==> src/rtl/mem_master_pkg.sv <==
// Shared types and constants for the mem_master burst initiator.
package mem_master_pkg;

    // Burst sequencer states.
    typedef enum logic [1:0] {
        IDLE   = 2'd0,
        ACCESS = 2'd1,
        DONE   = 2'd2
    } state_t;

    // Memory operation encoding on wr_rd.
    localparam logic OP_WR = 1'b1;
    localparam logic OP_RD = 1'b0;

    // Default widths matching the memory block this master fronts.
    localparam int ADDR_WIDTH_DEF     = 16;
    localparam int DATA_WIDTH_DEF     = 32;
    localparam int LEN_WIDTH_DEF      = 8;
    localparam int TIMEOUT_CYCLES_DEF = 64;

endpackage

==> src/rtl/mem_master_wdog.sv <==
// Ready-wait watchdog for mem_master: counts consecutive stalled request
// cycles and flags a timeout when TIMEOUT_CYCLES stalled cycles have elapsed.
// Only instantiated when MEM_MASTER_TIMEOUT_EN is defined.
module mem_master_wdog #(
    parameter int TIMEOUT_CYCLES = 64
) (
    input  logic clk_i,
    input  logic rst_i,
    input  logic stall_i,
    output logic timeout_o
);

    localparam int CNT_W = (TIMEOUT_CYCLES < 2) ? 1 : $clog2(TIMEOUT_CYCLES);

    logic [CNT_W-1:0] count_q;

    // Timeout fires on the edge that ends the TIMEOUT_CYCLES-th stalled cycle.
    assign timeout_o = stall_i && (count_q == CNT_W'(TIMEOUT_CYCLES - 1));

    // Stall counter: any non-stalled cycle (handshake or idle) clears it.
    always_ff @(posedge clk_i) begin
        if (rst_i || !stall_i || timeout_o) begin
            count_q <= '0;
        end else begin
            count_q <= count_q + CNT_W'(1);
        end
    end

endmodule

==> src/rtl/mem_master.sv <==
// mem_master: synthesizable burst initiator for the single-port memory
// valid/ready protocol. Accepts one burst command at a time, issues
// incrementing-address beats and returns read data on a response port.
// Optional feature macro: MEM_MASTER_TIMEOUT_EN (ready-wait watchdog that
// aborts a stalled burst and pulses err_o). Without it err_o is tied 0.
module mem_master
    import mem_master_pkg::*;
#(
    parameter int ADDR_WIDTH     = ADDR_WIDTH_DEF,
    parameter int DATA_WIDTH     = DATA_WIDTH_DEF,
    parameter int LEN_WIDTH      = LEN_WIDTH_DEF,
    parameter int TIMEOUT_CYCLES = TIMEOUT_CYCLES_DEF
) (
    input  logic                  clk_i,
    input  logic                  rst_i,
    // Command port
    input  logic                  cmd_valid_i,
    output logic                  cmd_ready_o,
    input  logic                  cmd_wr_rd_i,
    input  logic [ADDR_WIDTH-1:0] cmd_addr_i,
    input  logic [LEN_WIDTH-1:0]  cmd_len_i,
    input  logic [DATA_WIDTH-1:0] cmd_wdata_i,
    // Memory port
    output logic                  valid_o,
    output logic                  wr_rd_o,
    output logic [ADDR_WIDTH-1:0] addr_o,
    output logic [DATA_WIDTH-1:0] wdata_o,
    input  logic [DATA_WIDTH-1:0] rdata_i,
    input  logic                  ready_i,
    // Response / status port
    output logic                  rsp_valid_o,
    output logic [DATA_WIDTH-1:0] rsp_data_o,
    output logic                  rsp_last_o,
    output logic                  done_o,
    output logic                  err_o
);

    localparam int CNT_W = LEN_WIDTH + 1;

    state_t                state_q;
    logic                  valid_q;
    logic                  wr_rd_q;
    logic [ADDR_WIDTH-1:0] addr_q;
    logic [ADDR_WIDTH-1:0] addr_d;
    logic [DATA_WIDTH-1:0] wdata_q;
    logic [DATA_WIDTH-1:0] wdata_d;
    logic [CNT_W-1:0]      beats_q;
    logic                  rsp_valid_q;
    logic [DATA_WIDTH-1:0] rsp_data_q;
    logic                  rsp_last_q;
    logic                  done_q;
    logic                  beat_fire;
    logic                  last_beat;

    // A beat completes on every edge where the request is valid and ready.
    assign beat_fire = (state_q == ACCESS) && valid_q && ready_i;
    // Beats remaining includes the one currently on the bus.
    assign last_beat = (beats_q == CNT_W'(1));
    // Address and data advance modulo their widths.
    assign addr_d    = addr_q + ADDR_WIDTH'(1);
    assign wdata_d   = wdata_q + DATA_WIDTH'(1);

    // Command is accepted only in IDLE and never while reset is asserted.
    assign cmd_ready_o = (state_q == IDLE) && !rst_i;

    assign valid_o     = valid_q;
    assign wr_rd_o     = wr_rd_q;
    assign addr_o      = addr_q;
    assign wdata_o     = wdata_q;
    assign rsp_valid_o = rsp_valid_q;
    assign rsp_data_o  = rsp_data_q;
    assign rsp_last_o  = rsp_last_q;
    assign done_o      = done_q;

`ifdef MEM_MASTER_TIMEOUT_EN
    logic wdog_stall;
    logic wdog_timeout;
    logic err_q;

    // Only a pending request that the memory refuses counts as a stall.
    assign wdog_stall = (state_q == ACCESS) && valid_q && !ready_i;

    mem_master_wdog #(
        .TIMEOUT_CYCLES (TIMEOUT_CYCLES)
    ) u_wdog (
        .clk_i     (clk_i),
        .rst_i     (rst_i),
        .stall_i   (wdog_stall),
        .timeout_o (wdog_timeout)
    );

    assign err_o = err_q;
`else
    logic unused_timeout_cfg;

    // Without the watchdog the timeout limit has no effect.
    assign unused_timeout_cfg = ^TIMEOUT_CYCLES;
    assign err_o = 1'b0;
`endif

    // Burst sequencer with registered bus, response and status outputs.
    always_ff @(posedge clk_i) begin
        if (rst_i) begin
            state_q     <= IDLE;
            valid_q     <= 1'b0;
            wr_rd_q     <= OP_RD;
            addr_q      <= '0;
            wdata_q     <= '0;
            beats_q     <= '0;
            rsp_valid_q <= 1'b0;
            rsp_data_q  <= '0;
            rsp_last_q  <= 1'b0;
            done_q      <= 1'b0;
`ifdef MEM_MASTER_TIMEOUT_EN
            err_q       <= 1'b0;
`endif
        end else begin
            // Status and response strobes are single-cycle pulses.
            rsp_valid_q <= 1'b0;
            rsp_last_q  <= 1'b0;
            done_q      <= 1'b0;
`ifdef MEM_MASTER_TIMEOUT_EN
            err_q       <= 1'b0;
`endif
            case (state_q)
                IDLE: begin
                    if (cmd_valid_i) begin
                        state_q <= ACCESS;
                        valid_q <= 1'b1;
                        wr_rd_q <= cmd_wr_rd_i;
                        addr_q  <= cmd_addr_i;
                        wdata_q <= cmd_wdata_i;
                        beats_q <= {1'b0, cmd_len_i} + CNT_W'(1);
                    end
                end

                ACCESS: begin
                    if (beat_fire) begin
                        addr_q  <= addr_d;
                        wdata_q <= wdata_d;
                        beats_q <= beats_q - CNT_W'(1);
                        if (wr_rd_q != OP_WR) begin
                            rsp_valid_q <= 1'b1;
                            rsp_data_q  <= rdata_i;
                            rsp_last_q  <= last_beat;
                        end
                        if (last_beat) begin
                            state_q <= DONE;
                            valid_q <= 1'b0;
                            wr_rd_q <= OP_RD;
                            done_q  <= 1'b1;
                        end
                    end
`ifdef MEM_MASTER_TIMEOUT_EN
                    else if (wdog_timeout) begin
                        // Abort straight to IDLE; no done pulse for an aborted burst.
                        state_q <= IDLE;
                        valid_q <= 1'b0;
                        wr_rd_q <= OP_RD;
                        err_q   <= 1'b1;
                    end
`endif
                end

                DONE: begin
                    state_q <= IDLE;
                end

                default: begin
                    state_q <= IDLE;
                    valid_q <= 1'b0;
                    wr_rd_q <= OP_RD;
                end
            endcase
        end
    end

endmodule

==> config.mk <==
export PLATFORM = sky130hd
export DESIGN_NAME = mem_master
export DESIGN_NICKNAME = d
export VERILOG_FILES = /design/src/rtl/mem_master_pkg.sv /design/src/rtl/mem_master_wdog.sv /design/src/rtl/mem_master.sv
export SDC_FILE = /design/constraint.sdc
export NUM_CORES = 1
export LEC_CHECK = 0
export ABC_AREA = 1
export CORE_MARGIN = 1
export CORE_UTILIZATION = 51
export CTS_BUF_LIST = sky130_fd_sc_hd__clkbuf_4
export DETAILED_ROUTE_END_ITERATION = 10
export PLACE_DENSITY = 0.88
export SETUP_SLACK_MARGIN = 0.2
export SKIP_CTS_REPAIR_TIMING = 1
export SLEW_MARGIN = 20
export SYNTH_ARGS = -nofsm -noshare
export SYNTH_HDL_FRONTEND = slang
export SYNTH_SLANG_ARGS = --single-unit
export TNS_END_PERCENT = 20
==> constraint.sdc <==
create_clock -name clk_i -period 4.8 [get_ports clk_i]
set_input_delay 0.96 -clock clk_i [delete_from_list [all_inputs] [get_ports clk_i]]
set_output_delay 0.96 -clock clk_i [all_outputs]
set_load 0.03 [all_outputs]
* Word level (Yosys, flattened, before mapping)
Index checks and enable logic that the tools add are counted.
** Word-level totals
- Register bits :: 96
- Bits in latches :: 0
- Bits in writable memories :: 0
- Memory bits (read-only) :: 0
- Input bits :: 93
- Output and inout bits :: 87
- Logic and storage cells :: 57
- Memories :: 0
** Operators by class
- Add/sub/neg operators :: 4
- Multiply operators :: 0
- Div/mod/pow operators :: 0
- Order comparisons :: 0
- Eq/ne operators :: 6
- Shift-type cells :: 0
- Multiplexer cells :: 21
- Bitwise logic cells :: 4
- Reduce and logical (&&, ||, !) cells :: 12
** Operators with widths (count)
- 32-bit two-way mux :: 2
- 32-bit one-hot mux with 2 select lines :: 1
- 32-bit by 1-bit adder with 32-bit output, second input constant :: 1
- 16-bit two-way mux :: 2
- 16-bit one-hot mux with 2 select lines :: 1
- 9-bit two-way mux :: 2
- 9-bit one-hot mux with 2 select lines :: 1
- 16-bit by 1-bit adder with 16-bit output, second input constant :: 1
- 8-bit by 1-bit adder with 9-bit output, second input constant :: 1
- 9-bit by 1-bit == test with 1-bit output, second input constant :: 1
- 3-bit AND reduction :: 3
- 9-bit by 1-bit subtractor with 9-bit output, second input constant :: 1
- 1-bit two-way mux :: 6
- 2-bit two-way mux :: 3
- 2-bit != test, second input constant :: 3
- 1-bit one-hot mux with 3 select lines :: 2
- 1-bit NOT :: 4
- 2-bit one-hot mux with 2 select lines :: 1
- 4-bit AND reduction :: 1
- 4-bit OR reduction :: 1
- 1-bit logical AND :: 3
- 3-bit OR reduction :: 1
- 2-bit by 1-bit == test with 1-bit output, second input constant :: 1
- 2-bit == test, second input constant :: 1
- 3 further kinds :: 3

* Depth between registers and ports, before layout
- Depth in word-level cells :: 5
- Depth in mapped cells :: 11
- Gate-level depth less buffers :: 11

* Worst setup path before layout
No wires, ideal clock.
- Path type :: input to output
- From :: input port rst_i
- To :: output port cmd_ready_o
- Arrival :: 2.023 ns
- Required time :: 3.840 ns
- Slack :: 1.817 ns
- Stages :: 3
- Path buffers :: 2
- Cells stage by stage :: clkbuf_1 -> clkbuf_1 -> nor3_1
** Between the ends
- Longest elaborated chain between the ends :: 2
** RTL lines
- from (decl) :: RTL line mem_master.sv:15 : input logic rst_i,
- 1-bit logical NOT :: RTL line mem_master.sv:64 : assign cmd_ready_o = (state_q == IDLE) && !rst_i;
- 1-bit logical AND :: RTL line mem_master.sv:64
- to (decl) :: RTL line mem_master.sv:18 : output logic cmd_ready_o,
Every way passes these cells.

* Final worst setup path
Same ends and word-level chain as after synthesis.

==> out/qor.txt <==
=================================================================================================
Maximum fanout along the worst path                                                             2
Layout Utilization                                                                         0.7182
Nets@finish                                                                                  1126
Cell depth of the worst hold path                                                               2
Synth Warn #                                                                                    0
Level count of the clock H-tree                                                                 3
Fraction of power spent switching nets                                                     0.3743
Slew at the pin closest to its max-slew limit                                            1.030 ns
Category of the most critical setup path                                             primary input to primary output
Root buffer selected by CTS                                                          sky130_fd_sc_hd__clkbuf_4
Cell type with the highest aggregate area in the netlist                             sky130_fd_sc_hd__dfxtp_1
Fraction of layout instances using a drive strength above 1                               0.03582
Total power divided by cell area                                                     269.3 nW/um2
DRT antenna net count                                                                           0
Die Y-Extent                                                                             104.9 um
Reg-to-Reg End                                                                       rsp_data_o[23]
Max Slew Vio Count                                                                              0
Multi-input gate area                                                                    2929 um2
Detailed Route Iter0 Violations                                                               367
Commonest register cell after synthesis                                              sky130_fd_sc_hd__dfxtp_1
Bufs and invs on worst path                                                                     2
Dominant cell by count in the synthesized netlist                                    sky130_fd_sc_hd__nand2_1
Final-layout setup total negative slack                                                      0 ns
Clock tree from TritonCTS                                                                    done
Number of distinct library cell variants in the gate-level netlist after synthesis             33
Leakage power figure                                                                     2.723 nW
Number of vias after detailed routing                                                        6179
Kind of end point of the critical path                                               primary output
Worst setup skew after layout                                                          0.02645 ns
Clock network fraction of total power                                                       0.227
Number of search-and-repair iterations in the first detailed-routing pass                       5
Cell types with the highest counts after synthesis                                   sky130_fd_sc_hd__nand2_1, sky130_fd_sc_hd__nor2_1, sky130_fd_sc_hd__inv_1, sky130_fd_sc_hd__dfxtp_1, sky130_fd_sc_hd__a21oi_1
Mapped Nets                                                                                   973
Cells taking the most area after synthesis                                           sky130_fd_sc_hd__dfxtp_1, sky130_fd_sc_hd__nand2_1, sky130_fd_sc_hd__nor2_1
Number of input and output port buffers inserted                                              178
Hpwl dp                                                                                  11200 um
Final Routed Wirelength                                                                  15820 um
Maximum number of pins on one net before global-route repair                                   67
Number of fill cells                                                                          902
Die Span X                                                                               104.9 um
Wire length of the first global-routing pass                                             26030 um
Crit path cell chain                                                                 clkdlybuf4s50_1 -> nor3_1 -> clkdlybuf4s50_1
Path depth of the worst reg2reg path                                                            7
Status                                                                               finished, final reports clean
Placed Area                                                                              7227 um2
Flip-flop and latch count after synthesis                                                      96
Area added between synthesis and finish                                                    36.58%
Number of global-route vias before repair                                                    5553
Arr. time, crit path                                                                      2.39 ns
Peak per-stage delay on the critical path                                                 0.75 ns
Total routing usage reported by global routing                                             0.2856
Average via count per standard cell                                                         5.286
Worst reg-to-reg setup slack                                                              1.93 ns
Bufs on Longest Clock Path                                                                      2
Kind of start point of the critical path                                             primary input
Avg Cell Area, Syn                                                                      6.176 um2
Cell count after synthesis                                                                    875
Die Area                                                                                11010 um2
Reg power frac                                                                              0.471
Hold Crit Start                                                                      rsp_data_o[16]
Delay-heaviest family, CP                                                            buffers and inverters
Sequential share of the synthesized area                                                   0.3556
Standard-cell row count                                                                        37
Power share of the combinational group                                                      0.302
Int Pwr                                                                                0.001244 W
Post-synth EDFFs                                                                                0
CP max stage cell                                                                    sky130_fd_sc_hd__clkdlybuf4s50_1
P_sw                                                                                  0.0007442 W
Clock sinks                                                                                    96
Storage element area                                                                     1922 um2
Effective utilization at floorplan                                                         0.5258
Number of clock buffers inserted by TritonCTS                                                   9
Fmax                                                                                    298.5 MHz
Area of the mapped netlist                                                               5404 um2
Share of synthesized flip-flops with an asynchronous set or reset                               0
Relative max-transition margin                                                             0.3134
Max IR drop VDD                                                                         0.1795 mV
Launching point of the worst reg2reg path                                              state_q[0]
Later-pin clock latency in the skew report                                                0.46 ns
Final instance area                                                                      7381 um2
Area share of the largest cell type after synthesis                                        0.3556
Final number of hold-violating endpoints                                                        0
Cell type with the highest occurrence count on the critical path                     sky130_fd_sc_hd__clkdlybuf4s50_1
Initial antenna violation count                                                                 0
Class of the tightest hold or removal check                                          flop to flop
Global route overflow                                                                           0
Final critical-path share of the clock period                                              0.6980
Time the worst path needs with I/O delays and setup                                      3.350 ns
Final setup viols                                                                               0
Data required time at the worst endpoint                                                  3.84 ns
Worst Hold Path EP                                                                   rsp_data_o[16]
I/O pin total                                                                                 180
Diodes inserted                                                                                 0
Core ar.                                                                                10280 um2
Global placer's final weighted congestion                                                  0.9206
Detail-routed net length per standard cell                                               13.53 um
Remaining DRCs                                                                                  0
Clock transition at path regs                                                             0.19 ns
RSZ-0062 raised after global routing                                                           no
Max-capacitance violation count                                                                 0
=================================================================================================
==> per-stage QoR <==
| step | worst slack, ns | hold WS [ns] | std cells | power, W |
|---|---|---|---|---|
| floorplan | 1.817 | 0.4742 | 875 | 0.001297 |
| global placement | 1.490 | 0.4322 | 1153 | 0.001537 |
| detailed placement | 1.471 | 0.4354 | 1153 | 0.001550 |
| CTS | 1.471 | 0.4592 | 1169 | 0.001992 |
| global route | 1.400 | 0.4745 | 1169 | 0.002097 |
| finish | 1.450 | 0.4567 | 1169 | 0.001988 |
==> per-layer routing <==
layer	up-vias	GRT usage	wire length, um
met4	0	0.07646	186
met2	258	0.4849	7514
met5	-	0	0
li1	3140	-	-
met1	2763	0.3799	6904
met3	18	0.03868	1213
==> worst register-to-register path, delay by kind of cell (launching register included) <==
kind | cells | cell delay [ns]
flip-flops | 1 | 0.92
AO/OA/AOI/OAI | 2 | 0.42
buffers and inverters | 2 | 0.48
AND/OR/NAND/NOR | 3 | 0.91
==> sequential cells by signal, indices dropped and copies added (netlist names) <==
register	count
rsp_data_o	32
wdata_o	32
addr_o	16
beats_q	9
state_q	2
done_o	1
rsp_last_o	1
rsp_valid_o	1
valid_o	1
wr_rd_o	1
==> worst max path at each step <==
stage	from	endpoint	slack, ns	cells past startpoint
6_report	rst_i	cmd_ready_o	1.45	3
5_1_grt	rst_i	cmd_ready_o	1.40	3
4_1_cts	rst_i	cmd_ready_o	1.47	3
3_5_place_dp	rst_i	cmd_ready_o	1.47	3
3_3_place_gp	rst_i	cmd_ready_o	1.49	3
2_1_floorplan	rst_i	cmd_ready_o	1.82	3
==> logic make-up after synthesis <==
logic type | Yosys count | share of synthesized area
compound gates | 195 | 0.1910
xor+xnor | 5 | 0.008103
fa+ha+maj | 5 | 0.01158
buf+inv | 143 | 0.1037
flops | 96 | 0.3556
other cells | 1 | 0.0006939
simple gates | 430 | 0.3292
==> power groups by stage <==
stage                     clock network, W  registers [W]  logic, W
after detailed placement                 0       0.000952  0.000598
after global routing              0.000493       0.000947  0.000657
final                             0.000451       0.000937  0.000600
after floorplan                          0        0.00103  0.000268
after global placement                   0       0.000950  0.000587
after CTS                         0.000457       0.000935  0.000600
==> placed cells by master (no fill, tap or decap), types with 5 or more instances in the layout <==
cell                              count
sky130_fd_sc_hd__a211oi_1             8
sky130_fd_sc_hd__a21oi_1             88
sky130_fd_sc_hd__a31oi_1              5
sky130_fd_sc_hd__buf_4                6
sky130_fd_sc_hd__clkbuf_4             9
sky130_fd_sc_hd__clkdlybuf4s50_1    178
sky130_fd_sc_hd__dfxtp_1             96
sky130_fd_sc_hd__ha_1                 5
sky130_fd_sc_hd__inv_1               99
sky130_fd_sc_hd__nand2_1            205
sky130_fd_sc_hd__nand3_1             68
sky130_fd_sc_hd__nand4_1              5
sky130_fd_sc_hd__nor2_1             127
sky130_fd_sc_hd__nor3_1               6
sky130_fd_sc_hd__o21ai_0             73
sky130_fd_sc_hd__o21ai_1              7
sky130_fd_sc_hd__o22ai_1              7
sky130_fd_sc_hd__or2_2                9
==> area by class of cell <==
cell class                 count  share of cell area
tap                          136             0.02305
inverter                     101             0.05136
clock inverter                 7             0.01170
sequential                    96              0.2604
timing repair buffer         184              0.2475
multi-input combinational    636              0.3968
clock buffer                   9            0.009154
Power figures use the tool's default switching activity.
